$ cat config.mk
export PLATFORM = sky130hd
export DESIGN_NAME = sprite_anim_seq
export DESIGN_NICKNAME = d
export VERILOG_FILES = /design/src/rtl/sprite_anim_seq_pkg.sv /design/src/rtl/sprite_anim_seq_coord_lut.sv /design/src/rtl/sprite_anim_seq.sv
export SDC_FILE = /design/constraint.sdc
export NUM_CORES = 1
export LEC_CHECK = 0
export ABC_CLOCK_PERIOD_IN_PS = 19600
export CAP_MARGIN = 20
export CORE_MARGIN = 4
export CORE_UTILIZATION = 56
export DETAILED_ROUTE_END_ITERATION = 7
export GPL_TIMING_DRIVEN = 0
export PLACE_DENSITY = 0.86
export SLEW_MARGIN = 20
export SYNTH_ARGS = -nofsm -noshare
export SYNTH_HDL_FRONTEND = slang
export SYNTH_SLANG_ARGS = --single-unit
$ cat constraint.sdc
create_clock -name frame_clk -period 19.6 [get_ports frame_clk]
set_clock_uncertainty 0.2 [all_clocks]
set_input_delay 3.92 -clock frame_clk [delete_from_list [all_inputs] [get_ports frame_clk]]
set_output_delay 3.92 -clock frame_clk [all_outputs]
set_load 0.02 [all_outputs]
$ cat src/rtl/sprite_anim_seq_pkg.sv
// ---------------------------------------------------------------------------
// sprite_anim_seq_pkg
// Shared definitions for the sprite animation sequencer:
//   - entity codes of the pixel stream
//   - animation state encoding (also the anim_state output encoding)
//   - joystick direction encoding
//   - sprite-sheet column/row origins of every animation frame
// No ports; imported by sprite_anim_seq and sprite_coord_lut.
// ---------------------------------------------------------------------------
package sprite_anim_seq_pkg;

    typedef logic [17:0] coord_t;

    typedef enum logic [1:0] {
        ST_RUN   = 2'd0,
        ST_DYING = 2'd1,
        ST_DEAD  = 2'd2
    } anim_state_t;

    typedef enum logic [1:0] {
        DIR_UP    = 2'd0,
        DIR_LEFT  = 2'd1,
        DIR_DOWN  = 2'd2,
        DIR_RIGHT = 2'd3
    } dir_t;

    // Entity codes; ghosts occupy ENT_GHOST_BASE .. ENT_GHOST_BASE+NUM_GHOSTS-1
    localparam logic [6:0] ENT_PACMAN     = 7'd1;
    localparam logic [6:0] ENT_BACKGROUND = 7'd2;
    localparam logic [6:0] ENT_GHOST_BASE = 7'd3;

    // All animation frames are 16 pixels apart on the sheet
    localparam coord_t SPRITE_PITCH      = 18'd16;
    localparam int     SPRITE_PITCH_LOG2 = 4;

    // Pacman, running
    localparam coord_t PAC_CLOSED_COL    = 18'd261;
    localparam coord_t PAC_CLOSED_ROW    = 18'd0;
    localparam coord_t PAC_OPEN_COL      = 18'd229;
    localparam coord_t PAC_OPEN_LEFT_COL = 18'd228;
    localparam coord_t PAC_OPEN_ROW_UP   = 18'd31;
    localparam coord_t PAC_OPEN_ROW_LEFT = 18'd16;
    localparam coord_t PAC_OPEN_ROW_DOWN = 18'd49;
    localparam coord_t PAC_OPEN_ROW_RGT  = 18'd0;
    localparam coord_t PAC_HALF_COL      = 18'd245;
    localparam coord_t PAC_HALF_ROW_UP   = 18'd32;
    localparam coord_t PAC_HALF_ROW_LEFT = 18'd16;
    localparam coord_t PAC_HALF_ROW_DOWN = 18'd47;
    localparam coord_t PAC_HALF_ROW_RGT  = 18'd0;

    // Pacman, death animation
    localparam coord_t PAC_DYING_COL     = 18'd276;
    localparam coord_t PAC_DEAD_COL      = 18'd460;
    localparam coord_t PAC_DEATH_ROW     = 18'd1;

    // Ghosts
    localparam coord_t GHOST_ROW_BASE    = 18'd65;
    localparam coord_t GHOST_COL_UP      = 18'd293;
    localparam coord_t GHOST_COL_LEFT    = 18'd261;
    localparam coord_t GHOST_COL_DOWN    = 18'd325;
    localparam coord_t GHOST_COL_RIGHT   = 18'd229;
    localparam coord_t FRIGHT_COL        = 18'd357;
    localparam coord_t FRIGHT_ROW        = 18'd65;
    localparam coord_t FLASH_COL_OFS     = 18'd32;

    function automatic coord_t pac_open_row(input dir_t d);
        coord_t r;
        case (d)
            DIR_UP:   r = PAC_OPEN_ROW_UP;
            DIR_LEFT: r = PAC_OPEN_ROW_LEFT;
            DIR_DOWN: r = PAC_OPEN_ROW_DOWN;
            default:  r = PAC_OPEN_ROW_RGT;
        endcase
        return r;
    endfunction

    function automatic coord_t pac_half_row(input dir_t d);
        coord_t r;
        case (d)
            DIR_UP:   r = PAC_HALF_ROW_UP;
            DIR_LEFT: r = PAC_HALF_ROW_LEFT;
            DIR_DOWN: r = PAC_HALF_ROW_DOWN;
            default:  r = PAC_HALF_ROW_RGT;
        endcase
        return r;
    endfunction

    function automatic coord_t ghost_dir_col(input dir_t d);
        coord_t c;
        case (d)
            DIR_UP:   c = GHOST_COL_UP;
            DIR_LEFT: c = GHOST_COL_LEFT;
            DIR_DOWN: c = GHOST_COL_DOWN;
            default:  c = GHOST_COL_RIGHT;
        endcase
        return c;
    endfunction

endpackage

$ cat src/rtl/sprite_anim_seq_coord_lut.sv
// ---------------------------------------------------------------------------
// sprite_coord_lut
// Maps (entity, direction, animation state, counters) to the sheet origin
// (col,row) of the sprite frame to draw. Purely combinational.
// Ports:
//   entity        in  7   entity code of the current pixel
//   direction     in  2   movement direction (dir_t encoding)
//   anim_state    in  2   sequencer state (anim_state_t encoding)
//   walk_cnt      in  4   walk animation phase
//   death_cnt     in  DW  death animation step
//   fright_timer  in  FW  frightened frames remaining
//   col, row      out 18  sheet origin of the selected frame
//   blank         out 1   nothing to draw: sheet address must be forced to 0
// ---------------------------------------------------------------------------
module sprite_coord_lut
    import sprite_anim_seq_pkg::*;
#(
    parameter int NUM_GHOSTS   = 4,
    parameter int FLASH_FRAMES = 120,
    parameter int DEATH_W      = 4,
    parameter int FRIGHT_W     = 9
)(
    input  logic [6:0]          entity,
    input  logic [1:0]          direction,
    input  logic [1:0]          anim_state,
    input  logic [3:0]          walk_cnt,
    input  logic [DEATH_W-1:0]  death_cnt,
    input  logic [FRIGHT_W-1:0] fright_timer,
    output logic [17:0]         col,
    output logic [17:0]         row,
    output logic                blank
);

    localparam logic [6:0]          GHOST_LIMIT = 7'(ENT_GHOST_BASE + NUM_GHOSTS);
    localparam logic [FRIGHT_W-1:0] FLASH_CMP   = FRIGHT_W'(FLASH_FRAMES);

    anim_state_t state_e;
    dir_t        dir_e;
    logic [6:0]  ghost_idx;
    logic        is_ghost;
    logic        frightened;
    logic        flashing;
    coord_t      stride;

    assign state_e    = anim_state_t'(anim_state);
    assign dir_e      = dir_t'(direction);
    assign ghost_idx  = entity - ENT_GHOST_BASE;
    assign is_ghost   = (entity >= ENT_GHOST_BASE) && (entity < GHOST_LIMIT);
    assign frightened = (fright_timer != '0);
    // Flashing alternates blue/white on walk_cnt[3] once the timer runs low
    assign flashing   = (fright_timer <= FLASH_CMP) && walk_cnt[3];
    // Two-frame leg wiggle shared by all ghost sprites
    assign stride     = walk_cnt[2] ? SPRITE_PITCH : '0;

    always_comb begin
        col   = '0;
        row   = '0;
        blank = 1'b1;
        if (entity == ENT_PACMAN) begin
            blank = 1'b0;
            case (state_e)
                ST_RUN: begin
                    // walk_cnt[3:2]: 00 closed, 10 open, 01/11 half open
                    case (walk_cnt[3:2])
                        2'b00: begin
                            col = PAC_CLOSED_COL;
                            row = PAC_CLOSED_ROW;
                        end
                        2'b10: begin
                            col = (dir_e == DIR_LEFT) ? PAC_OPEN_LEFT_COL : PAC_OPEN_COL;
                            row = pac_open_row(dir_e);
                        end
                        default: begin
                            col = PAC_HALF_COL;
                            row = pac_half_row(dir_e);
                        end
                    endcase
                end
                ST_DYING: begin
                    col = PAC_DYING_COL + (coord_t'(death_cnt) << SPRITE_PITCH_LOG2);
                    row = PAC_DEATH_ROW;
                end
                ST_DEAD: begin
                    col = PAC_DEAD_COL;
                    row = PAC_DEATH_ROW;
                end
                default: blank = 1'b1;
            endcase
        end else if (is_ghost && (state_e == ST_RUN)) begin
            blank = 1'b0;
            if (frightened) begin
                row = FRIGHT_ROW;
                col = FRIGHT_COL + stride + (flashing ? FLASH_COL_OFS : '0);
            end else begin
                row = GHOST_ROW_BASE + (coord_t'(ghost_idx) << SPRITE_PITCH_LOG2);
                col = ghost_dir_col(dir_e) + stride;
            end
        end
    end

endmodule

$ cat src/rtl/sprite_anim_seq.sv
// ---------------------------------------------------------------------------
// sprite_anim_seq
// Animation sequencer for the maze sprites: walk phase counter, pacman
// death FSM, ghost frightened timer, and the sprite-sheet read address of
// the pixel currently being drawn.
// Ports:
//   frame_clk     in  1   frame clock
//   Reset         in  1   synchronous, active-high reset
//   pause         in  1   freezes walk phase and frightened timer
//   lose_game     in  1   level: player caught
//   fright_start  in  1   pulse: power pellet eaten
//   entity        in  7   entity code of the pixel being drawn
//   direction     in  2   0 up, 1 left, 2 down, 3 right
//   spriteAddrX   in  10  sprite-relative pixel X
//   spriteAddrY   in  10  sprite-relative pixel Y
//   sprite_addr   out 18  sheet read address (combinational)
//   anim_state    out 2   0 RUN, 1 DYING, 2 DEAD
//   fright_active out 1   frightened timer nonzero
//   death_done    out 1   one-cycle pulse after DYING->DEAD
//
// state | meaning
// RUN   | normal play, walk phase advancing
// DYING | death animation, death_cnt stepping to DEATH_FRAMES
// DEAD  | final death frame, waiting for lose_game to drop
// ---------------------------------------------------------------------------
module sprite_anim_seq
    import sprite_anim_seq_pkg::*;
#(
    parameter int NUM_GHOSTS    = 4,
    parameter int SHEET_W_LOG2  = 9,
    parameter int DEATH_FRAMES  = 11,
    parameter int FRIGHT_FRAMES = 360,
    parameter int FLASH_FRAMES  = 120
)(
    input  logic        frame_clk,
    input  logic        Reset,
    input  logic        pause,
    input  logic        lose_game,
    input  logic        fright_start,
    input  logic [6:0]  entity,
    input  logic [1:0]  direction,
    input  logic [9:0]  spriteAddrX,
    input  logic [9:0]  spriteAddrY,
    output logic [17:0] sprite_addr,
    output logic [1:0]  anim_state,
    output logic        fright_active,
    output logic        death_done
);

    localparam int DEATH_W  = (DEATH_FRAMES  < 1) ? 1 : $clog2(DEATH_FRAMES + 1);
    localparam int FRIGHT_W = (FRIGHT_FRAMES < 1) ? 1 : $clog2(FRIGHT_FRAMES + 1);

    localparam logic [DEATH_W-1:0]  DEATH_LAST  = DEATH_W'(DEATH_FRAMES);
    localparam logic [FRIGHT_W-1:0] FRIGHT_LOAD = FRIGHT_W'(FRIGHT_FRAMES);

    anim_state_t         state;
    logic [3:0]          walk_cnt;
    logic [DEATH_W-1:0]  death_cnt;
    logic [FRIGHT_W-1:0] fright_timer;

    always_ff @(posedge frame_clk) begin
        if (Reset) begin
            state        <= ST_RUN;
            walk_cnt     <= '0;
            death_cnt    <= '0;
            fright_timer <= '0;
            death_done   <= 1'b0;
        end else begin
            death_done <= 1'b0;

            case (state)
                ST_RUN: begin
                    if (!pause) begin
                        walk_cnt <= walk_cnt + 4'd1;
                    end
                    if (lose_game) begin
                        state     <= ST_DYING;
                        death_cnt <= '0;
                    end
                end
                ST_DYING: begin
                    // Death animation deliberately ignores pause
                    if (death_cnt == DEATH_LAST) begin
                        state      <= ST_DEAD;
                        death_done <= 1'b1;
                    end else begin
                        death_cnt <= death_cnt + DEATH_W'(1);
                    end
                end
                ST_DEAD: begin
                    if (!lose_game) begin
                        state     <= ST_RUN;
                        walk_cnt  <= '0;
                        death_cnt <= '0;
                    end
                end
                default: state <= ST_RUN;
            endcase

            // lose_game wins over a same-edge pellet; pellets outside RUN are dropped
            if (lose_game || (state == ST_DEAD)) begin
                fright_timer <= '0;
            end else if (fright_start && (state == ST_RUN)) begin
                fright_timer <= FRIGHT_LOAD;
            end else if ((fright_timer != '0) && !pause) begin
                fright_timer <= fright_timer - FRIGHT_W'(1);
            end
        end
    end

    assign anim_state    = state;
    assign fright_active = (fright_timer != '0);

    logic [17:0] lut_col;
    logic [17:0] lut_row;
    logic        lut_blank;
    logic [17:0] x_sum;
    logic [17:0] y_sum;

    sprite_coord_lut #(
        .NUM_GHOSTS   (NUM_GHOSTS),
        .FLASH_FRAMES (FLASH_FRAMES),
        .DEATH_W      (DEATH_W),
        .FRIGHT_W     (FRIGHT_W)
    ) u_coord_lut (
        .entity       (entity),
        .direction    (direction),
        .anim_state   (state),
        .walk_cnt     (walk_cnt),
        .death_cnt    (death_cnt),
        .fright_timer (fright_timer),
        .col          (lut_col),
        .row          (lut_row),
        .blank        (lut_blank)
    );

    // 18-bit arithmetic gives the required modulo-2^18 truncation for free
    assign x_sum       = lut_col + 18'(spriteAddrX);
    assign y_sum       = lut_row + 18'(spriteAddrY);
    assign sprite_addr = lut_blank ? '0 : (x_sum + (y_sum << SHEET_W_LOG2));

endmodule

==> impl_metrics.env, run 1 <==
export IMPL_outcome="finished, final reports clean"
export IMPL_antenna_found_initial=0
export IMPL_post_dp_cell_area_um2=3360
export IMPL_synth_edf_count=0
export IMPL_hold_buffers=0
export IMPL_cp_slowest_stage_delay_ps=610
export IMPL_total_power_mw=0.152
export IMPL_grt_pass1_vias=2487
export IMPL_final_area_um2=3430
export IMPL_clock_latency_ps=260
export IMPL_n_fill_cell=354
export IMPL_p_leak_nw=1.45
export IMPL_synth_cell_type_count=58
export IMPL_grtUsageTotal=0.224
export IMPL_htree_levels=1
export IMPL_routed_wl_mm=6.73
export IMPL_antenna_cells=0
export IMPL_die_y_um=78.0
export IMPL_slew_headroom=0.593
export IMPL_grt_ovfl_total=0
export IMPL_hold_depth=2
export IMPL_ys_seq_area_frac=0.146
export IMPL_ios=56
export IMPL_synth_ff_type="dfxtp_1"
export IMPL_synth_area_leader_cell="ha_1"
export IMPL_rr_startpoint="anim_state[0]"
export IMPL_min_period_ps=13400
export IMPL_synthArstFlopShare=0
export IMPL_gp_congestion=0.947
export IMPL_tightestPinTransition_ps=609
export IMPL_finalSetupTns_ps=0
export IMPL_register_area_um2=400
export IMPL_syn_to_final_growth_pct=25.0
export IMPL_r2r_end="death_cnt[3]"
export IMPL_rsz0062_at_grt="false"
export IMPL_syn_nets=434
export IMPL_die_area_um2=6090
export IMPL_min_period_over_period=0.684
export IMPL_cts_repair_timing_setup_buffer_count=0
export IMPL_drt_first_pass_iters=5
export IMPL_start_util=0.581
export IMPL_path_max_fanout=10
export IMPL_maxSlewViolCount=0
export IMPL_grt_max_degree=13
export IMPL_yosys_warnings=0
export IMPL_end_kind="primary output"
export IMPL_portBuffers=53
export IMPL_synth_area_um2=2750
export IMPL_avgSynthCellArea_um2=7.76
export IMPL_dp_hpwl_mm=5.43
export IMPL_core_area_um2=4720
export IMPL_critPathBufInv=6
export IMPL_nets=492
export IMPL_arrival_ps=9280
export IMPL_final_cells=478
export IMPL_wl_per_cell_um=14.1
export IMPL_ir_worst_vdd_mv=0.0420
export IMPL_cp_top_family="buffers and inverters"
export IMPL_cp_cell_sequence="clkdlybuf4s50_1 -> ha_1 -> a21oi_1 -> nor2_1 -> o21ai_1 -> nor2b_1 -> buf_2 -> buf_2 -> nor2_1 -> ha_1 -> inv_1 -> fa_1 -> inv_1 -> ha_1 -> and3_1 -> and3_1 -> a221oi_1 -> and4bb_1 -> xnor2_1 -> nor2_1 -> clkdlybuf4s50_1"
export IMPL_final_cell_mix="clkdlybuf4s50_1 (53), nor2_1 (52), ha_1 (44), a21oi_1 (33), dfxtp_1 (20)"
export IMPL_final_common_cell="clkdlybuf4s50_1"
export IMPL_yosys_register_bits=20
export IMPL_finalHoldViolCount=0
export IMPL_numCtsBuffers=3
export IMPL_cts_clk_slew_worst_paths_ps=70
export IMPL_setup_viol=0
export IMPL_vias=2783
export IMPL_hp_class="reg2reg"
export IMPL_ff2ff_setup_slack_ps=17160
export IMPL_multiInputGateArea_um2=2220
export IMPL_maxCapViolCount=0
export IMPL_start_kind="input port"
export IMPL_root_buffer="clkbuf_8"
export IMPL_power_density_nw_per_um2=44.1
export IMPL_whs_endpoint="death_cnt[1]"
export IMPL_worst_ep_required_time_ps=15480
export IMPL_slowest_stage="clkdlybuf4s50_1"
export IMPL_ant_nets=0
export IMPL_cts_resized=0
export IMPL_cts_tree="yes"
export IMPL_grt_pass1_wl_mm=11.4
export IMPL_cts_buffer_depth=2
export IMPL_rr_worst_depth=8
export IMPL_remaining_drc_errors=0
export IMPL_yosys_top_cells_area="ha_1 (20%), dfxtp_1 (15%), nor2_1 (7.1%), a21oi_1 (6.0%), xnor2_1 (4.8%)"
export IMPL_yosysTopAreaCellShare=0.200
export IMPL_hp_start="death_cnt[1]"
export IMPL_fp_dieW_um=78.0
export IMPL_cts_sinks=20
export IMPL_via_per_inst=5.82
export IMPL_crit_type="in2out"
export IMPL_rows=25
export IMPL_finish_utilization=0.727
export IMPL_drive_gt1_frac=0.0511
export IMPL_syn_inst=354
export IMPL_drt_iter0_drc=230
export IMPL_dpl_cell_count=474
export IMPL_fmax_mhz=74.6
[worst reg2reg max path, stage by stage (launching register included)]
cell and delay [ps]:
dfxtp_1 420, inv_1 120, ha_1 250, clkbuf_1 230, mux2i_1 380, o311ai_2 300, a21o_1 230, a21oi_1 130
nor2_1 50
[worst max-delay path by stage]
| stage | start | endpoint | slack [ps] | depth (start not counted) |
|---|---|---|---|---|
| 2_1_floorplan | entity[2] | sprite_addr[16] | 7750 | 19 |
| 3_3_place_gp | entity[0] | sprite_addr[16] | 6320 | 21 |
| 3_5_place_dp | entity[0] | sprite_addr[16] | 6260 | 21 |
| 4_1_cts | entity[0] | sprite_addr[16] | 6240 | 21 |
| 5_1_grt | entity[0] | sprite_addr[16] | 5850 | 21 |
| 6_report | entity[0] | sprite_addr[16] | 6200 | 21 |
[registers in the layout (all words and copies together), names as in the netlist]
name,flops
fright_timer,9
walk_cnt,4
anim_state,2
death_done,1
death_cnt,4
[where the power goes]
| part | total, mW | internal (mW) | switching, mW |
|---|---|---|---|
| sequential | 0.0465 | 0.0434 | 0.00310 |
| combinational | 0.0636 | 0.0289 | 0.0347 |
| clock | 0.0414 | 0.0273 | 0.0141 |
| total | 0.152 | 0.0996 | 0.0519 |
[cells by family after synthesis]
logic type               Yosys count  share of synthesized area
AO/OA/AOI/OAI                     94                      0.237
XOR/XNOR                          28                     0.0893
adder cells (fa/ha/maj)           46                      0.215
buffers and inverters             29                     0.0451
flip-flops                        20                      0.146
multiplexers                       5                     0.0182
AND/OR/NAND/NOR                  132                      0.250
[routing by layer]
layer	share of wire	vias to the layer above	track usage	routed length [um]
li1	-	1394	-	-
met1	0.44	1275	0.296	2980
met2	0.48	106	0.381	3230
met3	0.066	8	0.0344	442
met4	0.011	0	0.0559	76
met5	0	-	0	0
[through the flow]
stage          hold slack (ps)  worst slack, ps
3_3_place_gp               292             6320
3_5_place_dp               333             6260
4_1_cts                    349             6240
5_1_grt                    385             5850
6_report                   346             6200
2_1_floorplan              284             7750
[synth_stat cells, drive strengths merged, types with 2 or more instances]
cell	number
a21o	7
nor2	53
nand4	3
a21oi	33
nor4	3
nor2b	3
o21ai	19
a311oi	2
and2	5
o21a	5
nand3	11
a31oi	3
a22oi	2
mux2i	5
nand4b	2
xor2	13
buf	5
ha	44
clkbuf	7
and3	8
nand2b	5
dfxtp	20
nand2	17
o21bai	2
and4b	2
nor3b	4
xnor2	15
o211ai	2
nor3	8
or3	3
inv	17
fa	2
a211oi	8
[area by class of cell]
| class | instances | area share |
|---|---|---|
| buffer | 12 | 0.0175 |
| clock buffer | 3 | 0.0120 |
| clock inverter | 1 | 0.00875 |
| inverter | 17 | 0.0186 |
| multi-input combinational | 305 | 0.647 |
| sequential | 20 | 0.117 |
| tap | 67 | 0.0244 |
| timing repair buffer | 53 | 0.155 |
Power figures use the tool's default switching activity.
==> run 2: changes to the inputs <==
--- a/config.mk
+++ b/config.mk
@@ -5,13 +5,13 @@
 export SDC_FILE = /design/constraint.sdc
 export NUM_CORES = 1
 export LEC_CHECK = 0
-export ABC_CLOCK_PERIOD_IN_PS = 19600
+export ABC_CLOCK_PERIOD_IN_PS = 13810
 export CAP_MARGIN = 20
 export CORE_MARGIN = 4
-export CORE_UTILIZATION = 56
+export CORE_UTILIZATION = 53
 export DETAILED_ROUTE_END_ITERATION = 7
 export GPL_TIMING_DRIVEN = 0
-export PLACE_DENSITY = 0.86
+export PLACE_DENSITY = 0.82
 export SLEW_MARGIN = 20
 export SYNTH_ARGS = -nofsm -noshare
 export SYNTH_HDL_FRONTEND = slang
==> constraint.sdc (replaced) <==
create_clock -name frame_clk -period 13.81 [get_ports frame_clk]
set_clock_uncertainty 0.2 [all_clocks]
set_input_delay 2.762 -clock frame_clk [delete_from_list [all_inputs] [get_ports frame_clk]]
set_output_delay 2.762 -clock frame_clk [all_outputs]
set_load 0.02 [all_outputs]
==> run 2 against run 1 <==
Against the previous run: sequential cell count did not move; first-iteration DRC count fell by 41%; combinational power rose by 43%; die area rose by 5.1%; sequential power rose by 42%.
==> impl_metrics.env, run 2 (synthesized netlist as in run 1, its figures left out) <==
export IMPL_die_y_um=80.0
export IMPL_cts_tree="yes"
export IMPL_finalHoldViolCount=0
export IMPL_met1_usage=0.308
export IMPL_dpl_cell_count=474
export IMPL_maxCapViolCount=0
export IMPL_hold_slack_ps=306
export IMPL_finalSetupTns_ps=0
export IMPL_portBuffers=53
export IMPL_n_fill_cell=437
export IMPL_start_kind="input port"
export IMPL_outcome="finished, final reports clean"
export IMPL_largest_register_ffs=9
export IMPL_clock_latency_ps=260
export IMPL_rsz0062_at_grt="false"
export IMPL_setup_viol=0
export IMPL_root_buffer="clkbuf_8"
export IMPL_final_area_um2=3430
export IMPL_worst_ep_required_time_ps=10850
export IMPL_reg_top3="fright_timer: 9 flops, death_cnt: 4 flops, walk_cnt: 4 flops"
export IMPL_use_met3=0.0293
export IMPL_largest_register="fright_timer"
export IMPL_hp_class="reg2reg"
export IMPL_fp_dieW_um=80.0
export IMPL_final_common_cell="clkdlybuf4s50_1"
export IMPL_grt_busiest_layer="met2"
export IMPL_maxSlewViolCount=0
export IMPL_min_period_over_period=0.797
export IMPL_die_area_um2=6400
export IMPL_ant_nets=0
export IMPL_antenna_cells=0
export IMPL_fmax_mhz=90.9
export IMPL_drive_gt1_frac=0.0511
export IMPL_vias=2737
export IMPL_start_util=0.563
export IMPL_hold_buffers=0
export IMPL_antenna_found_initial=0
export IMPL_grt_max_degree=13
export IMPL_cts_resized=0
export IMPL_final_cell_mix="clkdlybuf4s50_1 (53), nor2_1 (52), ha_1 (44), a21oi_1 (33), dfxtp_1 (20)"
export IMPL_cts_repair_timing_setup_buffer_count=0
export IMPL_cts_buffer_depth=2
export IMPL_core_area_um2=4880
export IMPL_drt_first_pass_iters=4
export IMPL_syn_to_final_growth_pct=25.0
export IMPL_wl_per_cell_um=14.8
export IMPL_final_cells=478
export IMPL_drt_iter0_drc=136
export IMPL_met2_usage=0.407
export IMPL_remaining_drc_errors=0
export IMPL_p_leak_nw=1.45
export IMPL_path_max_fanout=10
export IMPL_dp_hpwl_mm=5.71
export IMPL_grt_pass1_vias=2657
export IMPL_nets=492
export IMPL_htree_levels=1
export IMPL_post_dp_cell_area_um2=3360
export IMPL_ir_worst_vdd_mv=0.0759
export IMPL_cts_sinks=20
export IMPL_min_period_ps=11010
export IMPL_cts_clk_slew_worst_paths_ps=80
export IMPL_grt_pass1_wl_mm=12.2
export IMPL_slew_headroom=0.620
export IMPL_ios=56
export IMPL_crit_type="in2out"
export IMPL_arrival_ps=8040
export IMPL_numCtsBuffers=3
export IMPL_via_per_inst=5.73
export IMPL_routed_wl_mm=7.08
export IMPL_end_kind="primary output"
export IMPL_gp_congestion=0.854
export IMPL_rows=25
export IMPL_tightestPinTransition_ps=570
export IMPL_total_power_mw=0.216
export IMPL_power_density_nw_per_um2=63.1
export IMPL_grt_ovfl_total=0
export IMPL_grtUsageTotal=0.232
-- run 2: cell counts in the layout (fill, tap and decap cells not counted) --
Identical to the previous run, type by type.
-- run 2: routing by layer --
metal  up-vias  wire length, um
met5         -                0
li1       1387                -
met2        69             3410
met3         8              302
met4         0               61
met1      1273             3300
-- run 2: power breakdown --
part           switching (mW)  internal, mW  leakage (nW)
Combinational          0.0501        0.0410          1.25
Clock                  0.0204        0.0387        0.0357
Sequential            0.00460        0.0616         0.163
Total                  0.0750         0.141          1.45
-- run 2: worst paths after layout --
path / from / end / slack, ps / depth (start not counted)
min reg2reg: fright_timer[1] / fright_timer[1] / 310 / 2
max reg2reg: anim_state[0] / death_cnt[3] / 11400 / 8
min: fright_timer[1] / fright_timer[1] / 310 / 2
max: entity[0] / sprite_addr[16] / 2800 / 21
-- run 2: critical path: stages --
cell and delay (ps):
clkdlybuf4s50_1 510, ha_1 310, a21oi_1 170, nor2_1 80, o21ai_1 310, nor2b_1 170
buf_2 240, buf_2 260, nor2_1 80, ha_1 270, inv_1 40, fa_1 470
inv_1 40, ha_1 380, and3_1 230, and3_1 170, a221oi_1 430, and4bb_1 280
xnor2_1 120, nor2_1 90, clkdlybuf4s50_1 610
-- run 2: stage by stage --
| stage | utilization | setup WS (ps) |
|---|---|---|
| after floorplan | - | 4280 |
| after detailed placement | 0.689 | 2820 |
| after CTS | 0.703 | 2800 |
| final | 0.703 | 2800 |
| after global routing | 0.703 | 2460 |
| after global placement | 0.689 | 2930 |
-- run 2: cell type report --
cell class              instances  area [um2]  area share
plain buffers                  12        60.1      0.0175
clock buffers                   3        41.3      0.0120
clock inverters                 1        30.0     0.00875
inverters                      17        63.8      0.0186
multi-input cells             305        2220       0.647
flip-flops and latches         20         400       0.117
well taps                      67        83.8      0.0244
repair buffers                 53         531       0.155
